--- src/rtl/dbi_tx_fsm.sv ---
// dbi_tx_fsm: DBI Type-B write-only transmitter (panel init, column/row window, pixel stream); DBI_TX_SOFT_RST_EN adds soft-reset + delay.
// Registered bus, 2 cycles/byte; pxl_ready_o only in PIXEL issue slots, bus idles (wrx=1, csx=0) while pxl_valid_i=0.
module dbi_tx_fsm #(
  parameter int DATA_W      = 8,
  parameter int PIXEL_NUM   = 153600,
  parameter int RST_DLY_CYC = 16
) (
  input  logic              clk,
  input  logic              rst_n,
  input  logic              dbi_tx_start_i,
  input  logic [DATA_W-1:0] addr_soft_rst_i,
  input  logic [DATA_W-1:0] addr_disp_on_i,
  input  logic [DATA_W-1:0] addr_col_i,
  input  logic [DATA_W-1:0] addr_row_i,
  input  logic [DATA_W-1:0] addr_mem_wr_i,
  input  logic [DATA_W-1:0] cmd_s_col_h_i,
  input  logic [DATA_W-1:0] cmd_s_col_l_i,
  input  logic [DATA_W-1:0] cmd_e_col_h_i,
  input  logic [DATA_W-1:0] cmd_e_col_l_i,
  input  logic [DATA_W-1:0] cmd_s_row_h_i,
  input  logic [DATA_W-1:0] cmd_s_row_l_i,
  input  logic [DATA_W-1:0] cmd_e_row_h_i,
  input  logic [DATA_W-1:0] cmd_e_row_l_i,
  input  logic [DATA_W-1:0] pxl_data_i,
  input  logic              pxl_valid_i,
  output logic              pxl_ready_o,
  output logic              dbi_csx_o,
  output logic              dbi_dcx_o,
  output logic              dbi_wrx_o,
  output logic              dbi_rdx_o,
  output logic [DATA_W-1:0] dbi_d_o,
  output logic              busy_o,
  output logic              frame_done_o
);

  typedef enum logic [2:0] {
    IDLE, SRST, SRST_WAIT, DISP_ON, SET_COL, SET_ROW, MEM_WR, PIXEL
  } state_t;

  localparam int PW = $clog2(PIXEL_NUM + 1);
  localparam logic [PW-1:0] PIX_LAST = PW'(PIXEL_NUM);

  state_t            state_q, state_d;
  logic              init_done_q, init_done_d;
  logic [2:0]        idx_q, idx_d;
  logic [PW-1:0]     pcnt_q, pcnt_d;
  logic              csx_q, csx_d;
  logic              dcx_q, dcx_d;
  logic              wrx_q, wrx_d;
  logic [DATA_W-1:0] d_q, d_d;
  logic              fdone_q, fdone_d;

  logic              issue;
  logic [DATA_W-1:0] issue_dat;
  logic              issue_dcx;
  logic [DATA_W-1:0] col_byte, row_byte;

`ifdef DBI_TX_SOFT_RST_EN
  localparam int WW = (RST_DLY_CYC > 0) ? $clog2(RST_DLY_CYC + 1) : 1;
  localparam logic [WW-1:0] DLY_LAST = WW'(RST_DLY_CYC);
  logic [WW-1:0] wcnt_q, wcnt_d;
`else
  localparam int unused_dly = RST_DLY_CYC;
  logic unused_srst;
  assign unused_srst = ^addr_soft_rst_i;
`endif

  // Window setup sends the opcode at index 0, then four parameter bytes.
  always_comb begin
    col_byte = addr_col_i;
    row_byte = addr_row_i;
    unique case (idx_q)
      3'd1:    begin col_byte = cmd_s_col_h_i; row_byte = cmd_s_row_h_i; end
      3'd2:    begin col_byte = cmd_s_col_l_i; row_byte = cmd_s_row_l_i; end
      3'd3:    begin col_byte = cmd_e_col_h_i; row_byte = cmd_e_row_h_i; end
      3'd4:    begin col_byte = cmd_e_col_l_i; row_byte = cmd_e_row_l_i; end
      default: begin col_byte = addr_col_i;    row_byte = addr_row_i;    end
    endcase
  end

  always_comb begin
    state_d     = state_q;
    init_done_d = init_done_q;
    idx_d       = idx_q;
    pcnt_d      = pcnt_q;
    csx_d       = csx_q;
    dcx_d       = dcx_q;
    wrx_d       = 1'b1;
    d_d         = d_q;
    fdone_d     = 1'b0;
    issue       = 1'b0;
    issue_dat   = '0;
    issue_dcx   = 1'b1;
    pxl_ready_o = 1'b0;
`ifdef DBI_TX_SOFT_RST_EN
    wcnt_d      = wcnt_q;
`endif

    // A new byte may only be issued once the previous strobe is back high.
    unique case (state_q)
      IDLE: begin
        csx_d = 1'b1;
        idx_d = '0;
        if (dbi_tx_start_i) begin
`ifdef DBI_TX_SOFT_RST_EN
          state_d = init_done_q ? SET_COL : SRST;
`else
          state_d = init_done_q ? SET_COL : DISP_ON;
`endif
        end
      end
`ifdef DBI_TX_SOFT_RST_EN
      SRST: begin
        if (wrx_q) begin
          issue     = 1'b1;
          issue_dat = addr_soft_rst_i;
          issue_dcx = 1'b0;
          wcnt_d    = '0;
          state_d   = SRST_WAIT;
        end
      end
      SRST_WAIT: begin
        // Deselect only after the soft-reset byte's strobe-high cycle.
        if (wrx_q) csx_d = 1'b1;
        wcnt_d = wcnt_q + 1'b1;
        if (wcnt_q == DLY_LAST) state_d = DISP_ON;
      end
`endif
      DISP_ON: begin
        if (wrx_q) begin
          issue       = 1'b1;
          issue_dat   = addr_disp_on_i;
          issue_dcx   = 1'b0;
          init_done_d = 1'b1;
          idx_d       = '0;
          state_d     = SET_COL;
        end
      end
      SET_COL: begin
        if (wrx_q) begin
          issue     = 1'b1;
          issue_dat = col_byte;
          issue_dcx = (idx_q != 3'd0);
          if (idx_q == 3'd4) begin
            idx_d   = '0;
            state_d = SET_ROW;
          end else begin
            idx_d   = idx_q + 3'd1;
          end
        end
      end
      SET_ROW: begin
        if (wrx_q) begin
          issue     = 1'b1;
          issue_dat = row_byte;
          issue_dcx = (idx_q != 3'd0);
          if (idx_q == 3'd4) begin
            idx_d   = '0;
            pcnt_d  = '0;
            state_d = MEM_WR;
          end else begin
            idx_d   = idx_q + 3'd1;
          end
        end
      end
      MEM_WR: begin
        if (wrx_q) begin
          issue     = 1'b1;
          issue_dat = addr_mem_wr_i;
          issue_dcx = 1'b0;
          pcnt_d    = '0;
          state_d   = PIXEL;
        end
      end
      PIXEL: begin
        if (pcnt_q == PIX_LAST) begin
          if (wrx_q) begin
            fdone_d = 1'b1;
            idx_d   = '0;
            if (dbi_tx_start_i) begin
              state_d = SET_COL;
            end else begin
              state_d = IDLE;
              csx_d   = 1'b1;
            end
          end
        end else begin
          pxl_ready_o = wrx_q;
          if (wrx_q && pxl_valid_i) begin
            issue     = 1'b1;
            issue_dat = pxl_data_i;
            issue_dcx = 1'b1;
            pcnt_d    = pcnt_q + 1'b1;
          end
        end
      end
      default: state_d = IDLE;
    endcase

    if (issue) begin
      d_d   = issue_dat;
      dcx_d = issue_dcx;
      wrx_d = 1'b0;
      csx_d = 1'b0;
    end
  end

  always_ff @(posedge clk or negedge rst_n) begin
    if (!rst_n) begin
      state_q     <= IDLE;
      init_done_q <= 1'b0;
      idx_q       <= '0;
      pcnt_q      <= '0;
      csx_q       <= 1'b1;
      dcx_q       <= 1'b1;
      wrx_q       <= 1'b1;
      d_q         <= '0;
      fdone_q     <= 1'b0;
`ifdef DBI_TX_SOFT_RST_EN
      wcnt_q      <= '0;
`endif
    end else begin
      state_q     <= state_d;
      init_done_q <= init_done_d;
      idx_q       <= idx_d;
      pcnt_q      <= pcnt_d;
      csx_q       <= csx_d;
      dcx_q       <= dcx_d;
      wrx_q       <= wrx_d;
      d_q         <= d_d;
      fdone_q     <= fdone_d;
`ifdef DBI_TX_SOFT_RST_EN
      wcnt_q      <= wcnt_d;
`endif
    end
  end

  assign dbi_csx_o    = csx_q;
  assign dbi_dcx_o    = dcx_q;
  assign dbi_wrx_o    = wrx_q;
  assign dbi_rdx_o    = 1'b1;
  assign dbi_d_o      = d_q;
  assign busy_o       = (state_q != IDLE);
  assign frame_done_o = fdone_q;

endmodule
--- config.mk ---
export PLATFORM = sky130hd
export DESIGN_NAME = dbi_tx_fsm
export DESIGN_NICKNAME = d
export VERILOG_FILES = /design/src/rtl/dbi_tx_fsm.sv
export SDC_FILE = /design/constraint.sdc
export NUM_CORES = 1
export LEC_CHECK = 0
export CAP_MARGIN = 20
export CORE_UTILIZATION = 39
export CTS_CLUSTER_SIZE = 14
export DETAILED_ROUTE_END_ITERATION = 12
export GPL_TIMING_DRIVEN = 0
export PLACE_DENSITY = 0.78
export SLEW_MARGIN = 5
export SYNTH_ARGS = -nofsm -noshare
export SYNTH_HDL_FRONTEND = slang
export SYNTH_SLANG_ARGS = --single-unit
--- constraint.sdc ---
create_clock -name clk -period 1.93 [get_ports clk]
set_input_delay 0.2895 -clock clk [delete_from_list [all_inputs] [get_ports clk]]
set_output_delay 0.2895 -clock clk [all_outputs]
set_load 0.005 [all_outputs]
# --- Word level (Yosys, flattened, before mapping) ---
# Index checks and enable logic that the tools add are counted.
word_totals:
  register_bits: 37
  inputBits: 116
  out_inout_bits: 15
  word_cells: 100
op_classes:
  add_sub_neg: 2
  eq_ne: 25
  n_mux: 49
  reduce_logical: 15
ops:
  columns: ["operator", "n"]
  rows:
  - ["18-bit two-way mux", 5]
  - ["8-bit case mux with 4 select lines", 2]
  - ["18-bit case mux with 3 select lines", 1]
  - ["8-bit two-way mux", 6]
  - ["3-bit two-way mux", 15]
  - ["8-bit case mux with 5 select lines", 1]
  - ["2-bit inequality test, second input constant", 11]
  - ["18-bit by 1-bit adder with 18-bit output, second input constant", 1]
  - ["18-bit == test, second input constant", 1]
  - ["3-bit case mux with 6 select lines", 1]
  - ["3-bit == test, second input constant", 5]
  - ["1-bit two-way mux", 14]
  - ["3-bit case mux with 4 select lines", 1]
  - ["3-bit nonzero test", 4]
  - ["3-bit by 2-bit == test with 1-bit output, second input constant", 3]
  - ["3-bit inequality test, second input constant", 3]
  - ["9-bit AND reduction", 1]
  - ["1-bit case mux with 2 select lines", 3]
  - ["6-bit AND reduction", 1]
  - ["4-bit AND reduction", 1]
  - ["4-bit nonzero test", 1]
  - ["2-bit OR reduction", 2]
  - ["4-bit OR reduction", 1]
  - ["3-bit by 1-bit adder with 3-bit output, second input constant", 1]
  - ["6 further kinds", 6]

# --- Logic depth before layout (Yosys ltp) ---
# Gate-level depths: netlist (run 1).
depth:
  ltp_word: 6
  ltp_mapped: 11
  depth_no_buf: 7

# --- Worst setup path after synthesis (run 1) ---
# No wires, ideal clock.
synth_path:
  kind: "reg-to-reg"
  startpoint: "reg idx_q[0]"
  endpoint: "reg d_q[1], in the netlist dbi_d_o[1]"
  setup_ns: 0.126
  arrival_ns: 2.006
  required_ns: 1.804
  slack_ns: -0.202
  path_stages_with_launch: 10
  n_path_buf: 2
  synth_period_minus_slack_ns: 2.132
  path_cell_list: "dfrtp_1 inv_1 ha_1 clkbuf_1 nor4_1 nor2_2 buf_2 o21ai_0 nor2_1 o32a_1"
synth_via:
  elab_chain_len: 4
  elab_cells_between_ends: 9
  cone_classes: "eq/ne: 4; mux: 5"
synth_lines:
  columns: ["element", "line_no", "source"]
  rows:
  - ["start: declaration", "45", "logic [2:0] idx_q, idx_d;"]
  - ["start signal: assignment", "225", "idx_q <= idx_d;"]
  - ["3-bit == test, or another cell as far along", "72", "unique case (idx_q)"]
  - ["8-bit case mux with 4 select lines", "72", null]
  - ["8-bit two-way mux (on tied branches)", "153, 140", null]
  - ["8-bit case mux with 5 select lines *", "100", "unique case (state_q)"]
  - ["end signal: assignment", "217", "d_q <= '0;"]
  - ["end signal: assignment", "230", "d_q <= d_d;"]
  - ["end: declaration", "50", "logic [DATA_W-1:0] d_q, d_d;"]
# Mark *: on every way between the ends. The rest lies on a longest branch, timed or not.
# A chain may end at the register's enable or synchronous reset.

# --- Final worst setup path (run 1) ---
layout_path:
  startpoint: "reg pcnt_q[0]"
  endpoint: "reg idx_q[2]"
layout_via:
  elab_chain_len: 3
layout_lines:
  columns: ["element", "line_no", "source"]
  rows:
  - ["start: declaration", "46", "logic [PW-1:0] pcnt_q, pcnt_d;"]
  - ["start signal: assignment", "226", "pcnt_q <= pcnt_d;"]
  - ["18-bit == test", "176", "if (pcnt_q == PIX_LAST) begin"]
  - ["2-bit inequality test (no line)", null, null]
  - ["3-bit AND reduction (no line)", null, null]
# No other way between the ends.

==> reports/metrics.yaml, run 1 <==
status:
  status: "finished, violations left"
  violations: "negative setup slack"
detailed_routing:
  wl_met3_um: 782
  routed-wl-met2_mm: 5.61
  first_iter_violations: 169
  via_count: 3506
  met1Wirelength_mm: 4.50
  ant_nets: 0
  via_per_inst: 5.79
  routedWlPerCell_um: 18.5
  drtPass1Iterations: 5
  top_layer: "met4"
  routed_wirelength_mm: 11.2
  drc_errors: 0
synth:
  synthCells: 362
  syn-num-nets: 485
  yosys.area.top_type: "dfrtp_1"
  ys_types: 55
  synth_most_common_cell: "o21ai_0"
  synth.avg_cell_area_sq_um: 8.21
  synth-async-reset-ratio_pct: 100
  seq_area_frac_synth_pct: 31.3
  synth_seq_cells: 37
  synth_flop_cell: "dfrtp_1"
  synth_top_cell_area_share_pct: 28.6
  synth_area_sq_mm: 0.00297
  ys_top_cells_by_area: "dfrtp_1 29%, o21ai_0 7.4%, a22oi_1 6.3%, a32oi_1 4.7%, nor2_1 3.9%"
  ys_top_cells_by_count: "44 x o21ai_0, 34 x dfrtp_1, 31 x nor2_1"
  synth_edf_count: 0
  yosysWarningCount: 0
worst_setup_path:
  path_max_fanout: 3
  crit_start: "pcnt_q[0]"
  rr_endpoint: "idx_q[2]"
  rr_startpoint: "pcnt_q[0]"
  reg2reg_setup_slack_ps: -140
  reg2reg_depth: 7
  cp.required_ps: 2120
  worstSetupPathType: "flip-flop to flip-flop"
  cp.arrival_ps: 2250
  critPathCaptureType: "flip-flop"
  crit_end: "idx_q[2]"
  critPathLaunchType: "flip-flop"
cells_and_area:
  final_layout_size_suffix_gt1_share_pct: 18.3
  antennaDiodeCount: 0
  finalNonFillerCells: 606
  syn_to_final_growth_pct: 64.1
  fin_area_sq_mm: 0.00488
  fin_nets: 629
timing:
  final.setup_skew_ps: 11.3
  finalMaxSlewViolations: 0
  setup_ws_ps: -138
  timing.slew.headroom_pct: 42.8
  finalSetupTns_ps: -1860
  rsz0062_at_grt: "true"
  fmax_mhz: 484
  finalSetupViolations: 21
  min_period_ps: 2070
  max_slew.worst_pin.slew_ps: 859
  period_share_pct: 107
  hold_viol: 0
placement:
  place_area_sq_mm: 0.00434
  hpwl_mm: 8.16
  dpl.cell_count: 582
  gp_congestion: 0.852
  port_buffers: 121
die:
  initial_core_util_pct: 40.8
  die_w_um: 89.3
  die_h_um: 89.3
  coreArea_sq_mm: 0.00729
  dieArea_sq_mm: 0.00798
  io_pins: 131
  rows: 31
clocking:
  cts-htree-levels: 2
  cts_buffers: 5
  cts_root_buf: "clkbuf_8"
  cts_num_sinks: 37
  path_clk_slew_ps: 80
  clockBufferDepth: 2
  cts_tree: "built"
  clk_latency_ps: 300
global_route:
  grt.overflow.total: 0
  grt_util_all_layers_pct: 26.6
  grt_max_degree: 38
  antenna_found_initial: 0
  grt_pass1_vias: 3322
  grt_pass1_wl_mm: 16.1
pwr:
  comb_power_share_pct: 60.9
  p_int_uw: 2930
  ir_drop_uv: 662
  p_per_area_mw_per_mm2: 982
  p_seq_share_pct: 24.2
  p_sw_uw: 1860
  power.leakage_uw: 0.00193
  clkPwrFrac_pct: 14.9
  p_sw_share_pct: 38.8
min_path:
  hold_class: "input pin to async pin"
flow_run:
  maxCapViolations: 0
[cells by family (layout without fill, tap and decap cells)]
logic type	after synthesis	after routing	synth area share, %
other	1	1	0.126
flip-flops	37	37	31.3
adder cells (fa/ha/maj)	7	7	2.95
buffers and inverters	48	193	7.03
AND/OR/NAND/NOR	113	113	20.4
XOR/XNOR	10	10	2.95
AO/OA/AOI/OAI	134	134	30.9
multiplexers	12	12	4.38
[state kept, by name, summed over array words and instances, names as in the netlist]
signal and flops:
dbi_csx_o 1, dbi_d_o 8, dbi_dcx_o 1, dbi_wrx_o 1, frame_done_o 1, idx_q 3, init_done_q 1, pcnt_q 18
state_q 3
[repair_timing]
action / CTS / global route
gates resized for setup: 60 / 22
pin swaps: 15 / 14
gates cloned: 0 / 1
buffers inserted: 18 / 2
setup endpoints to repair: 35 / 27
hold buffers: 0 / 0
[critical path, cell delays in order (launching register included)]
cell     delay, ps
dfrtp_1        400
inv_1           90
ha_4           130
nor4b_4        210
and4b_2        340
nand2_4         70
a221o_1        400
mux2_4         320
[power groups by stage]
| stage | Clock, uW | Sequential (uW) | Combinational, uW |
|---|---|---|---|
| 2_1_floorplan | 0 | 1150 | 1390 |
| 3_3_place_gp | 0 | 1160 | 2200 |
| 3_5_place_dp | 0 | 1170 | 2240 |
| 4_1_cts | 723 | 1140 | 2740 |
| 5_1_grt | 756 | 1180 | 3110 |
| 6_report | 715 | 1160 | 2910 |
[layer usage]
layer | GRT usage, % | vias up
li1 | - | 1657
met1 | 30.5 | 1674
met2 | 48.8 | 149
met3 | 5.17 | 26
met4 | 10.1 | 0
met5 | 0 | -
[area by class of cell]
| cell class | instances | area (sq um) |
|---|---|---|
| clock inverters | 2 | 37.5 |
| clock buffers | 6 | 82.6 |
| multi-input cells | 277 | 2030 |
| repair buffers | 142 | 1400 |
| inverters | 20 | 87.6 |
| plain buffers | 23 | 181 |
| flip-flops and latches | 37 | 931 |
| fillers | 585 | 2410 |
| well taps | 99 | 124 |
[through the flow]
stage	power [uW]	utilization, %	hold slack [ps]	setup slack (ps)
3_5_place_dp	3410	59.6	443	-458
2_1_floorplan	2540	-	-6.09	-12.9
4_1_cts	4610	65.7	121	-137
3_3_place_gp	3360	59.6	488	-433
5_1_grt	5050	66.9	160	-191
6_report	4790	66.9	97.3	-138
[layout by cell type, fill, tap and decap left out, types with 6 or more instances in the layout]
master / count
clkdlybuf4s50_1: 119
dfrtp_1: 33
o21ai_0: 31
nor2_1: 29
a22oi_1: 25
nand2_1: 20
buf_4: 17
inv_1: 16
a32oi_1: 16
nand3_1: 13
o21ai_1: 10
mux2i_1: 10
a21oi_1: 10
buf_6: 8
clkbuf_8: 8
o221ai_1: 7
xor2_1: 7
nor3_1: 7
o22a_1: 6
[worst min path at each step]
stage                     startpoint    endpoint  slack (ps)  cells past startpoint
after floorplan                rst_n  dbi_d_o[0]          -6                      0
after global placement    dbi_d_o[4]  dbi_d_o[4]         490                      1
after detailed placement       rst_n   pcnt_q[9]         440                      1
after CTS                      rst_n   pcnt_q[9]         120                      1
after global routing           rst_n  pcnt_q[17]         160                      1
final                          rst_n   pcnt_q[9]         100                      1
No activity file was read; power rests on OpenSTA's default activity.
==> run 2: changes to the inputs <==
--- a/config.mk
+++ b/config.mk
@@ -9,6 +9,7 @@
 export CORE_UTILIZATION = 39
 export CTS_CLUSTER_SIZE = 14
 export DETAILED_ROUTE_END_ITERATION = 12
+export GPL_ROUTABILITY_DRIVEN = 0
 export GPL_TIMING_DRIVEN = 0
 export PLACE_DENSITY = 0.78
 export SLEW_MARGIN = 5
==> constraint.sdc (replaced) <==
create_clock -name clk -period 1.93 [get_ports clk]
set_input_delay 0.386 -clock clk [delete_from_list [all_inputs] [get_ports clk]]
set_output_delay 0.386 -clock clk [all_outputs]
set_load 0.005 [all_outputs]
==> reports/metrics.yaml, run 2 (same netlist as run 1, synthesis figures left out) <==
global_route:
  grt_util_all_layers_pct: 26.8  # was 26.6%
  grt_pass1_vias: 3306  # was 3322
  antenna_found_initial: 0  # unchanged
  grtUsageMet1_pct: 30.9  # was 30.5%
  grt.overflow.total: 0  # unchanged
  busiest_layer: "met2"  # unchanged
  grt_max_degree: 38  # unchanged
  grt_pass1_wl_mm: 16.2  # was 16.1 mm
  met2_usage_pct: 49.8  # was 48.8%
  use_met3_pct: 5.26  # was 5.17%
detailed_routing:
  routed_wirelength_mm: 11.4  # was 11.2 mm
  via_per_inst: 5.72  # was 5.79
  drtPass1Iterations: 5  # unchanged
  drc_errors: 0  # unchanged
  via_count: 3490  # was 3506
  first_iter_violations: 178  # was 169
  ant_nets: 0  # unchanged
  routedWlPerCell_um: 18.6  # was 18.5 um
worst_setup_path:
  worstSetupPathType: "flip-flop to flip-flop"  # unchanged
  crit_chain: "inv_1 -> ha_2 -> nor4b_4 -> and4b_2 -> nand2_4 -> a221o_1 -> mux2_4"  # was inv_1 -> ha_4 -> nor4b_4 -> and4b_2 -> nand2_4 -> a221o_1 -> mux2_4
  max_stage_delay_ps: 400  # about the same
  cp_slowest_cell: "dfrtp_1"  # unchanged
  cp.arrival_ps: 2280  # was 2250 ps
  path_max_fanout: 3  # unchanged
  cp.required_ps: 2110  # was 2120 ps
  rr_startpoint: "pcnt_q[0]"  # unchanged
  crit_start: "pcnt_q[0]"  # unchanged
  critPathCaptureType: "flip-flop"  # unchanged
  critPathLaunchType: "flip-flop"  # unchanged
clocking:
  cts-htree-levels: 2  # unchanged
  path_clk_slew_ps: 80  # about the same
  cts_root_buf: "clkbuf_8"  # unchanged
  cts_num_sinks: 37  # unchanged
  cts_buffers: 5  # unchanged
  cts_tree: "built"  # unchanged
  clockBufferDepth: 2  # unchanged
  clk_latency_ps: 300  # about the same
timing:
  fmax_mhz: 477  # was 484 MHz
  hold_viol: 0  # unchanged
  timing.slew.headroom_pct: 41.9  # was 42.8%
  period_share_pct: 109  # was 107%
  max_slew.worst_pin.slew_ps: 871  # was 859 ps
  final.setup_skew_ps: 10.7  # was 11.3 ps
  min_period_ps: 2100  # was 2070 ps
  setup_ws_ps: -166  # was -138 ps
  finalMaxSlewViolations: 0  # unchanged
  finalSetupViolations: 21  # unchanged
  rsz0062_at_grt: "true"  # unchanged
die:
  die_w_um: 89.3  # unchanged
  initial_core_util_pct: 40.8  # unchanged
  io_pins: 131  # unchanged
  dieArea_sq_mm: 0.00798  # unchanged
  coreArea_sq_mm: 0.00729  # unchanged
  rows: 31  # unchanged
  die_h_um: 89.3  # unchanged
pwr:
  p_seq_share_pct: 24.5  # was 24.2%
  power.leakage_uw: 0.00194  # was 0.00193 uW
  comb_power_share_pct: 60.5  # was 60.9%
  p_int_uw: 2890  # was 2930 uW
  p_sw_share_pct: 38.8  # about the same
  ir_drop_uv: 625  # was 662 uV
  clkPwrFrac_pct: 15.0  # was 14.9%
  p_sw_uw: 1830  # was 1860 uW
  p_per_area_mw_per_mm2: 967  # was 982 mW/mm^2
cells_and_area:
  antennaDiodeCount: 0  # unchanged
  syn_to_final_growth_pct: 64.4  # was 64.1%
  largest-register: "pcnt_q"  # unchanged
  largest_reg_flops: 18  # unchanged
  mostFrequentLayoutCells: "117 x clkdlybuf4s50_1, 31 x dfrtp_1, 29 x nor2_1"  # was 119 x clkdlybuf4s50_1, 33 x dfrtp_1, 31 x o21ai_0
  mostFrequentLayoutCell: "clkdlybuf4s50_1"  # unchanged
  finalNonFillerCells: 610  # was 606
  final_layout_size_suffix_gt1_share_pct: 20.0  # was 18.3%
  fin_nets: 633  # was 629
placement:
  pre_cts_ws_ps: -555  # was -458 ps
  port_buffers: 121  # unchanged
  dpl.cell_count: 582  # unchanged
  hpwl_mm: 8.16  # unchanged
flow_run:
  maxCapViolations: 0  # unchanged
min_path:
  hold_class: "input pin to async pin"  # unchanged
status:
  violations: "negative setup slack"  # unchanged
  status: "finished, violations left"  # unchanged
run 2: cell count changes in the layout (fill, tap and decap cells not counted), sizes merged:
| cell | change |
|---|---|
| dlymetal6s2s | +1 |
| buf | +7 |
| clkbuf | -3 |
| clkdlybuf4s50 | -2 |
| inv | +1 |
| dlygate4sd2 | +1 |
| clkinv | -1 |
run 2: layer usage:
metal,wire length (um),part of all wire (%),vias to the layer above
li1,-,-,1669
met1,4610,41,1657
met2,5750,51,143
met3,761,6.7,21
met4,260,2.3,0
met5,0,0,-
run 2: final cells by class:
class / count / area, sq um
plain buffers: 22 / 178
clock inverters: 2 / 37.5
repair buffers: 147 / 1420
fillers: 588 / 2410
flip-flops and latches: 37 / 933
clock buffers: 6 / 82.6
multi-input cells: 277 / 2040
well taps: 99 / 124
inverters: 20 / 77.6
run 2: stage by stage:
step / instance area, sq um / hold WS, ps / total power (uW) / TNS (ps) / utilization, %
2_1_floorplan: 3010 / 90.4 / 2540 / -36.1 / -
3_3_place_gp: 4350 / 488 / 3360 / -24260 / 59.6
3_5_place_dp: 4340 / 492 / 3410 / -12520 / 59.6
4_1_cts: 4760 / 217 / 4510 / -1200 / 65.3
5_1_grt: 4890 / 251 / 4990 / -3740 / 67.0
6_report: 4890 / 199 / 4730 / -2450 / 67.0
run 2: worst paths after layout:
path	cells after the start	slack, ps	endpoint
max	7	-170	idx_q[2]
min	1	200	pcnt_q[9]
max reg2reg	7	-170	idx_q[2]
min reg2reg	1	500	dbi_d_o[1]
max in group asynchronous	1	1120	state_q[0]
min in group clk	1	500	dbi_d_o[1]
run 2: critical path, delay by kind of cell (launching register included):
family	cells	cell delay, ps
and+or+nand+nor	3	610
DFF	1	400
AOI/OAI and AO/OA	1	400
muxes	1	320
adders and majority gates	1	170
buffers and inverters	1	70
run 2: power by group through the flow:
stage                     Combinational (uW)  Clock [uW]  Sequential (uW)
after detailed placement                2240           0             1170
final                                   2860         711             1160
after floorplan                         1390           0             1150
after CTS                               2640         723             1140
after global routing                    3060         757             1180
after global placement                  2200           0             1160
run 2: what timing repair did:
item                                    4_1_cts  5_1_grt
pin swaps                                     8       24
hold buffers                                  0        0
gates cloned                                  0        1
endpoints found under the hold margin         0        0
buffers inserted                             19        7
gates resized for setup                      56       35
endpoints found under the setup margin       35       33
